**src/rtl/player_bullet.sv**
```systemverilog
// Player shot unit: launches one bullet from the ship centre, steps it up per frame tick,
// retires it on enemy hit or top border. Optional cooldown state: PLAYER_BULLET_COOLDOWN_EN.
module player_bullet #(
  parameter logic [9:0] start_y_p  = 10'd440,
  parameter logic [9:0] top_y_p    = 10'd8,
  parameter logic [9:0] step_p     = 10'd4,
  parameter logic [9:0] x_offset_p = 10'd17,
  parameter logic [3:0] cooldown_p = 4'd6
) (
  input  logic       clk_i,
  input  logic       reset_n_i,
  input  logic       frame_tick_i,
  input  logic       freeze_i,
  input  logic       alive_i,
  input  logic       shoot_i,
  input  logic [9:0] player_left_i,
  input  logic       enemy_hit_i,
  output logic       active_o,
  output logic [9:0] bullet_x_o,
  output logic [9:0] bullet_y_o,
  output logic       hit_o,
  output logic       miss_o,
  output logic [2:0] state_o
);

  typedef enum logic [2:0] {
    IDLE   = 3'b001,
    FLYING = 3'b010,
    COOL   = 3'b100
  } state_e;

  // Below this y the bullet cannot take another step without crossing the border.
  localparam logic [9:0] retire_y_p = top_y_p + step_p;

`ifdef PLAYER_BULLET_COOLDOWN_EN
  localparam state_e retire_state = COOL;
  logic [3:0] cool_cnt_q;
`else
  localparam state_e retire_state = IDLE;
  logic unused_cooldown;
  assign unused_cooldown = ^cooldown_p;
`endif

  state_e state_q;
  logic   shoot_q;
  logic   fire_req;

  assign fire_req = shoot_i & ~shoot_q;
  assign state_o  = state_q;

  always_ff @(posedge clk_i or negedge reset_n_i) begin
    if (!reset_n_i) begin
      state_q    <= IDLE;
      shoot_q    <= 1'b1;
      active_o   <= 1'b0;
      bullet_x_o <= 10'd0;
      bullet_y_o <= start_y_p;
      hit_o      <= 1'b0;
      miss_o     <= 1'b0;
`ifdef PLAYER_BULLET_COOLDOWN_EN
      cool_cnt_q <= 4'd0;
`endif
    end else begin
      shoot_q <= shoot_i;
      hit_o   <= 1'b0;
      miss_o  <= 1'b0;
      case (state_q)
        IDLE: begin
          if (fire_req && alive_i && !freeze_i) begin
            state_q    <= FLYING;
            active_o   <= 1'b1;
            bullet_x_o <= player_left_i + x_offset_p;
            bullet_y_o <= start_y_p;
          end
        end
        FLYING: begin
          if (!alive_i) begin
            state_q  <= IDLE;
            active_o <= 1'b0;
          end else if (freeze_i) begin
            state_q <= FLYING;
          end else if (enemy_hit_i) begin
            state_q  <= retire_state;
            active_o <= 1'b0;
            hit_o    <= 1'b1;
`ifdef PLAYER_BULLET_COOLDOWN_EN
            cool_cnt_q <= cooldown_p;
`endif
          end else if (frame_tick_i) begin
            if (bullet_y_o < retire_y_p) begin
              state_q  <= retire_state;
              active_o <= 1'b0;
              miss_o   <= 1'b1;
`ifdef PLAYER_BULLET_COOLDOWN_EN
              cool_cnt_q <= cooldown_p;
`endif
            end else begin
              bullet_y_o <= bullet_y_o - step_p;
            end
          end
        end
`ifdef PLAYER_BULLET_COOLDOWN_EN
        COOL: begin
          if (!alive_i) begin
            state_q    <= IDLE;
            cool_cnt_q <= 4'd0;
          end else if (frame_tick_i && !freeze_i) begin
            if (cool_cnt_q <= 4'd1) begin
              state_q    <= IDLE;
              cool_cnt_q <= 4'd0;
            end else begin
              cool_cnt_q <= cool_cnt_q - 4'd1;
            end
          end
        end
`endif
        default: begin
          state_q  <= IDLE;
          active_o <= 1'b0;
        end
      endcase
    end
  end

endmodule

```
**config.mk**
```make
export PLATFORM = sky130hd
export DESIGN_NAME = player_bullet
export DESIGN_NICKNAME = d
export VERILOG_FILES = /design/src/rtl/player_bullet.sv
export SDC_FILE = /design/constraint.sdc
export NUM_CORES = 1
export LEC_CHECK = 0
export CORE_MARGIN = 3
export CORE_UTILIZATION = 38
export CTS_BUF_LIST = sky130_fd_sc_hd__clkbuf_8
export DETAILED_ROUTE_END_ITERATION = 12
export PLACE_DENSITY = 0.67
export SLEW_MARGIN = 40
export SYNTH_ARGS = -nofsm -noshare
export SYNTH_HDL_FRONTEND = slang
export SYNTH_SLANG_ARGS = --single-unit
```
**constraint.sdc**
```tcl
create_clock -name clk_i -period 2.3 [get_ports clk_i]
set_input_delay 0.23 -clock clk_i [delete_from_list [all_inputs] [get_ports clk_i]]
set_output_delay 0.23 -clock clk_i [all_outputs]
set_load 0.02 [all_outputs]
```
==> results.rst <==
.. list-table::
   :header-rows: 1

   * - Metric
     - Value
   * - Row count
     - 21
   * - Initial drt markers
     - 43
   * - CTS tree
     - built
   * - Synthesized instance count
     - 138
   * - Number of buffers created by CTS
     - 3
   * - Fraction of power spent switching nets
     - 0.368
   * - Highest-delay cell along the critical path
     - dfstp_2
   * - Antenna diode instance count
     - 0
   * - Overall die area
     - 0.00441 mm^2
   * - Most frequent standard cell in the layout excluding fill and tap cells
     - clkdlybuf4s50_1
   * - P_sw
     - 0.000699 W
   * - Number of non-filler instances in the completed layout
     - 225
   * - Post-detailed-route count of antenna-violating nets
     - 0
   * - Number of instances resized during post-cts repair
     - 0
   * - Number of flops mapped to enable cells by yosys
     - 0
   * - Max-cap viol count
     - 0
   * - DRC errors left
     - 0
   * - Initial cell density of the core
     - 0.405
   * - Number of instances in the placed design
     - 221
   * - Category of the worst setup path capture point
     - flip-flop
   * - Power density relative to cell area
     - 1010 mW/mm^2
   * - Endpoints failing hold
     - 0
   * - Peak per-stage delay on the critical path
     - 0.55 ns
   * - Combinational power share
     - 0.455
   * - Required time of the critical path
     - 2.50 ns
   * - Unrepaired setup endpoints after global routing
     - no
   * - Final weighted congestion of routability-driven global placement
     - 0.864
   * - Area grow syn2layout
     - 36.6%
   * - Total number of vias
     - 1,184
   * - Highest-count cells in the layout ignoring fill and taps
     - clkdlybuf4s50_1 (39), nand2_1 (18), dfrtp_1 (17)
   * - Net count, final
     - 202
   * - Clock transition at the registers of the reported paths
     - 0.09 ns
   * - Overall fraction of global-route tracks in use
     - 0.158
   * - Share of flip-flops with an asynchronous set or reset
     - 1.00
   * - Fraction of layout cells with a size suffix above 1
     - 0.140
   * - Latest clock arrival within the worst-skew pair
     - 0.27 ns
   * - Most repeated library cell on the critical path
     - inv_1
   * - Post-route clock skew
     - 0.00962 ns
   * - Number of port buffers
     - 39
   * - Vias in the first global route
     - 1,245
   * - Residual overflow from global routing
     - 0
   * - Root Buffer Master
     - clkbuf_8
   * - Result of the run
     - finished clean
   * - Number of setup violations in the final report
     - 0
   * - Area of the core region
     - 0.00342 mm^2
   * - CTS sink count
     - 24
   * - Cell-internal power
     - 0.00120 W
   * - Path type of the worst setup path
     - reg2reg
   * - Final min period
     - 2.00 ns
   * - Path class of the lowest-slack min-delay path
     - in2async
   * - Maximum clock rate
     - 0.501 GHz
   * - DPL Wire Length
     - 2450 um
   * - CTS Buffer Depth
     - 2
   * - Avg WL per Cell
     - 14.1 um
   * - Post-CTS setup buffers
     - 0
   * - Yosys Warn Count
     - 0
   * - Total Power
     - 0.00190 W
   * - Distinct cells, synth
     - 43
   * - Post-synth design cell area
     - 0.00139 mm^2
   * - Register bit total from synthesis
     - 24
   * - Part of the Yosys area used for sequential elements
     - 0.440
   * - Final Slew Violations
     - 0
   * - Worst path buffer plus inverter count
     - 2
   * - Number of iterations in the first detailed-routing pass
     - 4
   * - Top-level port count
     - 43
   * - Share of total power in the clock network
     - 0.192
   * - Sum Neg Setup Slack
     - 0 ns
   * - Max VDD drop
     - 598 uV
   * - Data arrival time of the worst path
     - 2.19 ns
   * - Width of the die
     - 66.4 um
   * - Final cycle utilization of the critical path
     - 0.868
   * - Average vias per placed instance
     - 5.26
   * - Part of the total power dissipated in sequential elements
     - 0.353
   * - Final WL
     - 3170 um
   * - Cell chain of the critical path
     - inv_1 > ha_1 > inv_1 > nand2_1 > a2111oi_2 > mux2i_1
   * - LEAKAGE
     - 0.758 nW
   * - Primary FF master, synth
     - dfrtp_1
   * - Post-Synthesis Mean Instance Area
     - 10.0 um^2
   * - Top cell family by delay on the critical path
     - flip-flops
   * - Initial antenna violation count
     - 0
   * - Global-route wire length before repair
     - 5420 um
   * - Number of buffers added to fix hold violations after cts
     - 0
   * - Critical Path Source Type
     - flip-flop
   * - Maximum number of pins on one net before global-route repair
     - 25
   * - Worst-path maximum fanout
     - 11
   * - Die height
     - 66.4 um
   * - Count of H-tree levels built during CTS
     - 1
layout make-up:
| class | instances | area (um^2) |
|---|---|---|
| fillers | 325 | 1520 |
| multi-input cells | 102 | 718 |
| flip-flops and latches | 24 | 609 |
| repair buffers | 41 | 405 |
| well taps | 46 | 57.6 |
| clock buffers | 3 | 41.3 |
| clock inverters | 1 | 30.0 |
| inverters | 8 | 30.0 |
state kept, by name, indices dropped and copies added (netlist names):
register / flops
bullet_x_o: 10
hit_o: 1
active_o: 1
miss_o: 1
shoot_q: 1
bullet_y_o: 8
state_o: 2
per-layer routing:
| layer | GRT usage | part of all wire | up-vias |
|---|---|---|---|
| li1 | - | - | 573 |
| met1 | 0.182 | 0.44 | 566 |
| met2 | 0.276 | 0.50 | 41 |
| met3 | 0.0374 | 0.054 | 4 |
| met4 | 0.0685 | 0.010 | 0 |
| met5 | 0 | 0 | - |
cells in the mapped netlist, types with 3 or more instances:
cell type	instances	area (um^2)
nor2_1	3	11.3
mux2i_1	3	30.0
a21oi_1	5	25.0
dfrtp_1	17	425
nand3_1	5	25.0
xnor2_1	3	26.3
inv_1	8	30.0
buf_4	3	22.5
dfstp_2	7	184
nand4_1	4	25.0
a31oi_1	3	18.8
ha_1	5	62.6
nor3_1	3	15.0
nand2_1	18	67.6
o21ai_0	10	50.1
xor2_1	4	35.0
per-stage QoR:
step            util  setup slack [ns]  hold WS, ns  instance area (um^2)
6_report       0.554             0.303        0.322                  1890
2_1_floorplan      -             0.365      -0.0656                  1390
3_3_place_gp   0.533             0.411        0.470                  1820
3_5_place_dp   0.533             0.326        0.475                  1820
4_1_cts        0.554             0.298        0.330                  1890
5_1_grt        0.554             0.172        0.346                  1890
path summary, 6_finish.rpt:
path | start | to | slack [ns] | cells past startpoint
worst max-delay path | state_o[0] | bullet_y_o[9] | 0.30 | 6
max in group asynchronous | reset_n_i | bullet_y_o[7] | 1.69 | 2
worst min-delay path | reset_n_i | miss_o | 0.32 | 2
worst min register to register | bullet_x_o[9] | bullet_x_o[9] | 0.49 | 2
worst max register to register | state_o[0] | bullet_y_o[9] | 0.30 | 6
min in group clk_i | shoot_i | shoot_q | 0.44 | 1
power by group through the flow:
| stage | registers, W | logic (W) | clock network, W |
|---|---|---|---|
| 4_1_cts | 0.000673 | 0.000875 | 0.000378 |
| 6_report | 0.000672 | 0.000865 | 0.000366 |
| 2_1_floorplan | 0.000820 | 0.000337 | 0 |
| 5_1_grt | 0.000691 | 0.000942 | 0.000399 |
| 3_3_place_gp | 0.000677 | 0.000855 | 0 |
| 3_5_place_dp | 0.000675 | 0.000873 | 0 |
worst register-to-register path, cell delays in order (launching register included):
cell and delay, ns:
dfstp_2 0.55, inv_1 0.05, ha_1 0.33, inv_1 0.17, nand2_1 0.17, a2111oi_2 0.44
mux2i_1 0.23
cells by family (layout without fill, tap and decap cells):
group / count (synthesis) / count (layout) / synth area share
DFF: 24 / 24 / 0.440
xor gates and xnor gates: 7 / 7 / 0.0443
adders and majority gates: 5 / 5 / 0.0452
muxes: 7 / 7 / 0.0542
AOI/OAI and AO/OA: 34 / 34 / 0.180
and+or+nand+nor: 46 / 46 / 0.187
other: 1 / 3 / 0.00271
buffers and inverters: 14 / 53 / 0.0470
(Power assumes the default switching activity.)
